[src/rtl/servo_seq_ctrl.sv]
// servo_seq_ctrl: queued servo duty targets, slewed by STEP per frame then held; SERVO_AUTOSWEEP_EN adds an idle end-to-end sweep
module servo_seq_ctrl #(
  parameter int MIN_DUTY    = 25_000,
  parameter int MAX_DUTY    = 50_000,
  parameter int RESET_DUTY  = 37_500,
  parameter int STEP        = 250,
  parameter int HOLD_FRAMES = 100,
  parameter int FIFO_DEPTH  = 4
) (
  input  logic                          clk,
  input  logic                          rst,
  input  logic                          frame_start,
  input  logic                          cmd_valid,
  output logic                          cmd_ready,
  input  logic [18:0]                   cmd_duty,
  output logic [18:0]                   duty,
  output logic                          busy,
  output logic                          at_target,
  output logic [$clog2(FIFO_DEPTH):0]   fifo_level,
  output logic                          led_verde,
  output logic                          led_verm
);
  localparam int AW = $clog2(FIFO_DEPTH);
  localparam int LW = AW + 1;
  localparam int HW = $clog2(HOLD_FRAMES + 2);
  localparam logic [18:0] MIN_D  = 19'(MIN_DUTY);
  localparam logic [18:0] MAX_D  = 19'(MAX_DUTY);
  localparam logic [18:0] RST_D  = 19'(RESET_DUTY);
  localparam logic [18:0] MID_D  = 19'((MIN_DUTY + MAX_DUTY) / 2);
  localparam logic [18:0] STEP_D = 19'(STEP);
  localparam logic [HW-1:0] HOLD_N = HW'(HOLD_FRAMES);
  localparam logic [LW-1:0] FULL_N = LW'(FIFO_DEPTH);
  typedef enum logic [1:0] {IDLE, LOAD, RAMP, HOLD} state_t;
  state_t state_q, state_d;
  logic [18:0] mem_q [FIFO_DEPTH];
  logic [18:0] mem_d [FIFO_DEPTH];
  logic [AW-1:0] wr_q, wr_d, rd_q, rd_d;
  logic [LW-1:0] lvl_q, lvl_d;
  logic [18:0] duty_q, duty_d, target_q, target_d, diff, cmd_clamp;
  logic [HW-1:0] hold_q, hold_d;
  logic at_q, at_d, verm_q, verm_d, push, pop;
  always_comb begin
    cmd_ready = lvl_q != FULL_N;
    cmd_clamp = cmd_duty < MIN_D ? MIN_D : (cmd_duty > MAX_D ? MAX_D : cmd_duty);
    push = cmd_valid && cmd_ready;
    pop = state_q == LOAD;
    diff = target_q > duty_q ? target_q - duty_q : duty_q - target_q;
    mem_d = mem_q;
    if (push) mem_d[wr_q] = cmd_clamp;
    wr_d = push ? wr_q + AW'(1) : wr_q;
    rd_d = pop ? rd_q + AW'(1) : rd_q;
    lvl_d = lvl_q + LW'(push) - LW'(pop);
    state_d = state_q;
    duty_d = duty_q;
    target_d = target_q;
    hold_d = hold_q;
    case (state_q)
      IDLE:
        if (lvl_q != '0) state_d = LOAD;
`ifdef SERVO_AUTOSWEEP_EN
        else begin
          state_d = RAMP;
          target_d = target_q <= MID_D ? MAX_D : MIN_D;
        end
`else
        else state_d = IDLE;
`endif
      LOAD: begin
        target_d = mem_q[rd_q];
        state_d = RAMP;
      end
      RAMP: begin
        hold_d = '0;
        if (frame_start) begin
          state_d = diff <= STEP_D ? HOLD : RAMP;
          duty_d = diff <= STEP_D ? target_q : (target_q > duty_q ? duty_q + STEP_D : duty_q - STEP_D);
        end
      end
      HOLD: begin
        hold_d = frame_start ? hold_q + HW'(1) : hold_q;
        if (hold_d == HOLD_N) state_d = IDLE;
      end
    endcase
    at_d = state_d == IDLE || state_d == HOLD;
    verm_d = state_d == RAMP;
  end
  always_ff @(posedge clk) mem_q <= mem_d;
  always_ff @(posedge clk)
    if (rst) begin
      state_q <= IDLE;
      duty_q <= RST_D;
      target_q <= RST_D;
      hold_q <= '0;
      wr_q <= '0;
      rd_q <= '0;
      lvl_q <= '0;
      at_q <= 1'b1;
      verm_q <= 1'b0;
    end else begin
      state_q <= state_d;
      duty_q <= duty_d;
      target_q <= target_d;
      hold_q <= hold_d;
      wr_q <= wr_d;
      rd_q <= rd_d;
      lvl_q <= lvl_d;
      at_q <= at_d;
      verm_q <= verm_d;
    end
  assign duty = duty_q;
  assign busy = state_q != IDLE || lvl_q != '0;
  assign at_target = at_q;
  assign fifo_level = lvl_q;
  assign led_verde = at_q;
  assign led_verm = verm_q;
endmodule
[config.mk]
export PLATFORM = sky130hd
export DESIGN_NAME = servo_seq_ctrl
export DESIGN_NICKNAME = d
export VERILOG_FILES = /design/src/rtl/servo_seq_ctrl.sv
export SDC_FILE = /design/constraint.sdc
export NUM_CORES = 1
export LEC_CHECK = 0
export CAP_MARGIN = 20
export CORE_MARGIN = 2
export CORE_UTILIZATION = 55
export CTS_CLUSTER_SIZE = 10
export DETAILED_ROUTE_END_ITERATION = 8
export PLACE_DENSITY = 0.74
export SLEW_MARGIN = 15
export SYNTH_ARGS = -nofsm -noshare
export SYNTH_HDL_FRONTEND = slang
export SYNTH_SLANG_ARGS = --single-unit
[constraint.sdc]
create_clock -name clk -period 11.1 [get_ports clk]
set_input_delay 1.11 -clock clk [delete_from_list [all_inputs] [get_ports clk]]
set_output_delay 1.11 -clock clk [all_outputs]
set_load 0.01 [all_outputs]
# After elaboration in Yosys (flattened, before gate mapping)
# Index checks and enable logic that the tools add are counted.
[totals] reg_bits=132 input_bits=23 output_inout_bits=27 wordCells=66
[op_classes] addsub=9 order_cmp=7 eq_ne=7 muxes=18 n_bitwise=2 reduce_logical=10
[op_table] operator="two-way mux 19 bit" n=8
[op_table] operator="bitwise mux 76 bit" n=1
[op_table] operator="binary-select mux 19 bit (select 2 bit)" n=1
[op_table] operator="demux 19 bit (select 2 bit)" n=1
[op_table] operator="subtractor 19 bit" n=2
[op_table] operator="adder 19 x 8 -> 19 bit (second input constant)" n=1
[op_table] operator="greater-than comparator 19 x 16 -> 1 bit (second input constant)" n=1
[op_table] operator="greater-than comparator 19 bit" n=1
[op_table] operator="<= comparator 19 x 8 -> 1 bit (second input constant)" n=1
[op_table] operator="less-than comparator 19 x 15 -> 1 bit (second input constant)" n=1
[op_table] operator="subtractor 19 x 8 -> 19 bit (second input constant)" n=1
[op_table] operator="one-hot mux 7 bit (2 select lines)" n=1
[op_table] operator="== test 2 bit (second input constant)" n=4
[op_table] operator="one-hot mux 2 bit (4 select lines)" n=1
[op_table] operator="adder 7 x 1 -> 7 bit (second input constant)" n=1
[op_table] operator="== test 7 bit (second input constant)" n=1
[op_table] operator="two-way mux 7 bit" n=1
[op_table] operator=">= comparator 3 bit (second input constant)" n=2
[op_table] operator="NOT 2 -> 3 bit" n=2
[op_table] operator="adder 2 x 1 -> 2 bit (second input constant)" n=2
[op_table] operator="zero test 2 bit" n=2
[op_table] operator="two-way mux 2 bit" n=2
[op_table] operator="nonzero test 2 bit" n=2
[op_table] operator="adder 3 x 1 -> 3 bit" n=1
[op_table] operator="9 further kinds" n=12

# Logic depth before layout (Yosys ltp)
[logic_depth] ltp_word=8 ltp_mapped=21 ltp_nobuf=19

# Worst setup path after synthesis
# No wires, ideal clock.
[synth_timing] path_type="reg-to-reg" startpoint="register duty_q[1], in the netlist duty[1]" endpoint="register duty_q[17], in the netlist duty[17]" arrival_time_ns=4.486 required_time_ns=10.984 path_slack_ns=6.498 stages_incl_launch_ff=20 n_path_buf=1 synth_period_minus_slack_ns=4.602 cell_sequence="dfxtp_1 > inv_1 > ha_1 > nand3b_1 > a211oi_2 > o31ai_2 > a21oi_4 > a21oi_2 > buf_4 > fa_1 > a21o_1 > a21o_1 > a2111oi_0 > nor3_1 > nor3b_1 > nor3_1 > nand2b_1 > a2111oi_0 > o31ai_1 > o211a_1"
[synth_via] elab_chain_cells=4 elab_cells_between_ends=9 cone_classes="4 x add/sub; 2 x order compare; 3 x mux"
[synth_rtl] element="start, declared" line_no="39" text="logic [18:0] duty_q, duty_d, target_q, target_d, diff, cmd_clamp;"
[synth_rtl] element="start signal, assigned" line_no="101" text="duty_q <= duty_d;"
[synth_rtl] element="subtractor 19 bit or greater-than comparator 19 bit (tied branches)" line_no="47, 76"
[synth_rtl] element="two-way mux 19 bit" line_no="47" text="diff = target_q > duty_q ? target_q - duty_q : duty_q - target_q;"
[synth_rtl] element="<= comparator 19 x 8 -> 1 bit" line_no="76" text="duty_d = diff <= STEP_D ? target_q : (target_q > duty_q ? duty_q + STEP_D : duty_q - STEP_D);"
[synth_rtl] element="two-way mux 19 bit (*)" line_no="76"
# Every way passes the cells marked *; elsewhere a longest branch is shown, timed or not.
# A chain may end at the register's enable or synchronous reset.

# Worst setup path in the final report
[layout_timing] startpoint="register duty_q[2], in the netlist duty[2]" endpoint="register duty_q[17], in the netlist duty[17]"
# Same word-level chain as after synthesis.

==> metrics.txt <==
standard-cell row count=45; dominant cell type by area after synthesis=sky130_fd_sc_hd__edfxtp_1; RePlAce Congestion=0.872; final setup fails=0; DIE HEIGHT=129 um; capture endpoint of the worst hold path=target_q[10]; fmax=180 MHz; critical path data arrival time=5880 ps; first-pass GRT wire length=32600 um; root buffer cell=sky130_fd_sc_hd__clkbuf_16; number of global-route vias before repair=around 6400; detailed-route wire length per cell=18.0 um; pin count of the biggest net entering global routing=67; first-iteration detailed-routing DRC count=533; r2r setup slk=5540 ps; proportion of synthesized flip-flops having asynchronous set or reset=0%; via count=6698; share of the synthesized area in the top cell type=26.6%; count of filler cells inserted in the layout=around 1300; count of port buffers added during placement=49; number of nets in the finished design=just under 1000; Post-synth EDFFs=76; Final Max Slew Viols=0; CTS Buffer Depth=2; Total Routing Usage GR=between 20% and 30%; Post-DRT Antenna Nets=0; area growth from synthesis to final layout=13.3%; Worst Reg2Reg Path Length in Cells=20; clock tree from TritonCTS=yes; top cells by area in the synthesized netlist=sky130_fd_sc_hd__edfxtp_1 (27%), sky130_fd_sc_hd__dfxtp_1 (13%), sky130_fd_sc_hd__ha_1 (8.9%), sky130_fd_sc_hd__mux4_2 (5.0%), sky130_fd_sc_hd__a21oi_1 (3.9%); number of distinct library cells after synthesis=85; Skew-Pair Late Insertion Delay=420 ps; number of H-tree levels=4; count of hold buffers inserted by post-cts repair=0; unrepaired setup endpoints after global routing=false; Ports=50; primary flip-flop cell chosen by synthesis mapping=sky130_fd_sc_hd__edfxtp_1; half-perimeter wire length after detailed placement=14300 um; Worst Tran Pin Value=1020 ps; maximum fanout along the worst path=22; number of setup buffers added after CTS=0; total number of yosys warnings=0; total area of multi-input combinational cells=between 4000 and 5000 sq um; Post-Synthesis Cells=868; average size of a mapped cell=9.87 sq um; number of failing hold endpoints at the final stage=0; Tcrit/Tclk final=50.1%; CORE AREA=15200 sq um; footprint of the flip-flops and latches=3400 sq um; Sinks on Clock Net=approximately 130; capturing point of the worst reg2reg path=duty[17]; Hold Path Stages=2; share of final-layout standard cells stronger than drive strength 1=9.78%; total of flip-flops plus latches after synthesis=132; critical path start-end classification=reg2reg; x dimension of the die=around 130 um; Final Routed Wirelength=19900 um; Hold Startpoint=target_q[10]; die area=around 17000 sq um; total clock buffers created by CTS=17; vias per cell=6.05; post-cts repair resize count=0; global route overflow=0; initial antenna violation count=0; Worst Clk Skew=about 9.3 ps; iteration count of the initial detailed-routing pass=5; Worst R2R Start=duty[2]; final core area utilization=63.9%; launching element type of the critical path=register; CTS clock-pin slew for the worst setup and hold paths=60 ps; DRC errors left=0; accumulated negative setup slack=0 ps; antenna cell count=0; result of the run=finished clean; critical path endpoint category=register; Period minus WS final=5560 ps; worst relative slew slack=approximately 32%; required time of the worst setup path=between 10000 and 15000 ps; effective utilization at floorplan=56.4%; Cell Area, Synth=8570 sq um; HP Class=reg2reg; share of synthesized area occupied by flip-flops and latches=39.7%; max-capacitance violation count=0
==> metrics by stage <==
stage          instances  setup WS (ps)  cell area [sq um]  hold WS [ps]
2_1_floorplan        879           6500               8610           453
3_3_place_gp        1076           5730               9130           488
3_5_place_dp        1076           5620               9130           497
4_1_cts             1108           5570               9710           505
5_1_grt             1108           5140               9710           544
6_report            1108           5540               9710           506
==> critical path, cell delays in order (launching register included) <==
cell                        delay (ps)
sky130_fd_sc_hd__dfxtp_1           450
sky130_fd_sc_hd__inv_1              80
sky130_fd_sc_hd__ha_1              430
sky130_fd_sc_hd__a21oi_1           280
sky130_fd_sc_hd__a211oi_2          150
sky130_fd_sc_hd__o31ai_2           460
sky130_fd_sc_hd__a21oi_4           130
sky130_fd_sc_hd__a21oi_2           140
sky130_fd_sc_hd__buf_4             270
sky130_fd_sc_hd__inv_2             220
sky130_fd_sc_hd__ha_1              380
sky130_fd_sc_hd__a21o_1            170
sky130_fd_sc_hd__a21o_1            210
sky130_fd_sc_hd__a2111oi_0         550
sky130_fd_sc_hd__nor3_1            160
sky130_fd_sc_hd__nor3b_1           380
sky130_fd_sc_hd__nor3_1            130
sky130_fd_sc_hd__nand2b_1          180
sky130_fd_sc_hd__a2111oi_0         380
sky130_fd_sc_hd__o31ai_1           130
sky130_fd_sc_hd__o211a_1           160
==> state kept, by name, indices dropped and copies added (netlist names) <==
register	cells
fifo_level	3
at_target	1
led_verm	1
mem_q	76
rd_q	2
state_q	2
target_q	19
duty	19
hold_q	7
wr_q	2
==> synth_stat cells (all sizes together) (6+ instances only) <==
cell and n:
buf 23, nor2 60, xor2 13, or2 6, a211o 10, nor2b 10, and3 7, dfxtp 56
o31ai 8, mux4 19, ha 61, nand2 68, a211oi 14, o21a 7, a21oi 71, o21ai 25
o31a 7, or3 9, nor4 13, inv 54, clkbuf 23, edfxtp 76, nand2b 10, xnor2 22
nand3 14, a31oi 21, a21o 30, nor3 41, nand4 8, and2 15
==> final cells by class <==
| cell class | count | share of cell area (%) |
|---|---|---|
| inverters | 54 | 2.09 |
| repair buffers | 55 | 5.47 |
| clock inverters | 15 | 1.53 |
| clock buffers | 17 | 4.38 |
| flip-flops and latches | 132 | 35.1 |
| well taps | 188 | 2.42 |
| multi-input cells | 647 | 49.0 |
==> kinds of logic after synthesis <==
kind of cell    count (synthesis)  share of synthesized area (%)
mux                            25                           5.73
other cells                     1                         0.0438
simple gates                  277                           16.5
buf+inv                       100                           5.18
flops                         132                           39.7
fa+ha+maj                      65                           9.84
compound gates                233                           19.4
xor+xnor                       35                           3.58
==> per-layer routing <==
layer	vias up	global-route usage, %	share of wire (%)
met5	-	0	0
met1	3154	33.9	45
li1	3282	-	-
met3	39	3.87	5.6
met2	223	40.9	47
met4	0	10.8	2.8
==> worst max path at each step <==
stage                 start  endpoint  cells past startpoint
CTS                 duty[2]  duty[17]                     20
global placement    duty[2]  duty[17]                     20
finish              duty[2]  duty[17]                     20
floorplan           duty[1]  duty[17]                     19
detailed placement  duty[2]  duty[17]                     20
global route        duty[2]  duty[17]                     20
==> placed cells by master, fill, tap and decap left out, types with 5 or more instances in the layout <==
cell	synthesis	routed
sky130_fd_sc_hd__nand4_1	8	8
sky130_fd_sc_hd__xnor2_1	22	22
sky130_fd_sc_hd__nor2_1	60	60
sky130_fd_sc_hd__mux4_2	19	19
sky130_fd_sc_hd__xor2_1	13	13
sky130_fd_sc_hd__a211o_1	10	10
sky130_fd_sc_hd__or2_2	5	5
sky130_fd_sc_hd__clkbuf_16	0	17
sky130_fd_sc_hd__nand2b_1	10	10
sky130_fd_sc_hd__nor4_1	11	11
sky130_fd_sc_hd__or3_1	9	9
sky130_fd_sc_hd__buf_4	6	6
sky130_fd_sc_hd__nand2_1	68	68
sky130_fd_sc_hd__o31ai_1	6	6
sky130_fd_sc_hd__nor3_1	39	39
sky130_fd_sc_hd__and3_1	7	7
sky130_fd_sc_hd__a21o_1	30	30
sky130_fd_sc_hd__o21a_1	7	7
sky130_fd_sc_hd__nand3_1	13	13
sky130_fd_sc_hd__ha_1	61	61
sky130_fd_sc_hd__nor2b_1	10	10
sky130_fd_sc_hd__a31oi_1	21	21
sky130_fd_sc_hd__inv_1	53	53
sky130_fd_sc_hd__o21ai_0	24	24
sky130_fd_sc_hd__dfxtp_1	56	56
sky130_fd_sc_hd__edfxtp_1	76	76
sky130_fd_sc_hd__o31a_1	7	7
sky130_fd_sc_hd__a21oi_1	67	67
sky130_fd_sc_hd__o21bai_1	5	5
sky130_fd_sc_hd__a211oi_1	11	11
sky130_fd_sc_hd__clkdlybuf4s50_1	0	48
sky130_fd_sc_hd__and2_1	14	14
sky130_fd_sc_hd__conb_1	1	12
Power is left out: the tool's default activity adds up to more than one toggle a clock period on the data nets, which glitch-free logic cannot reach.
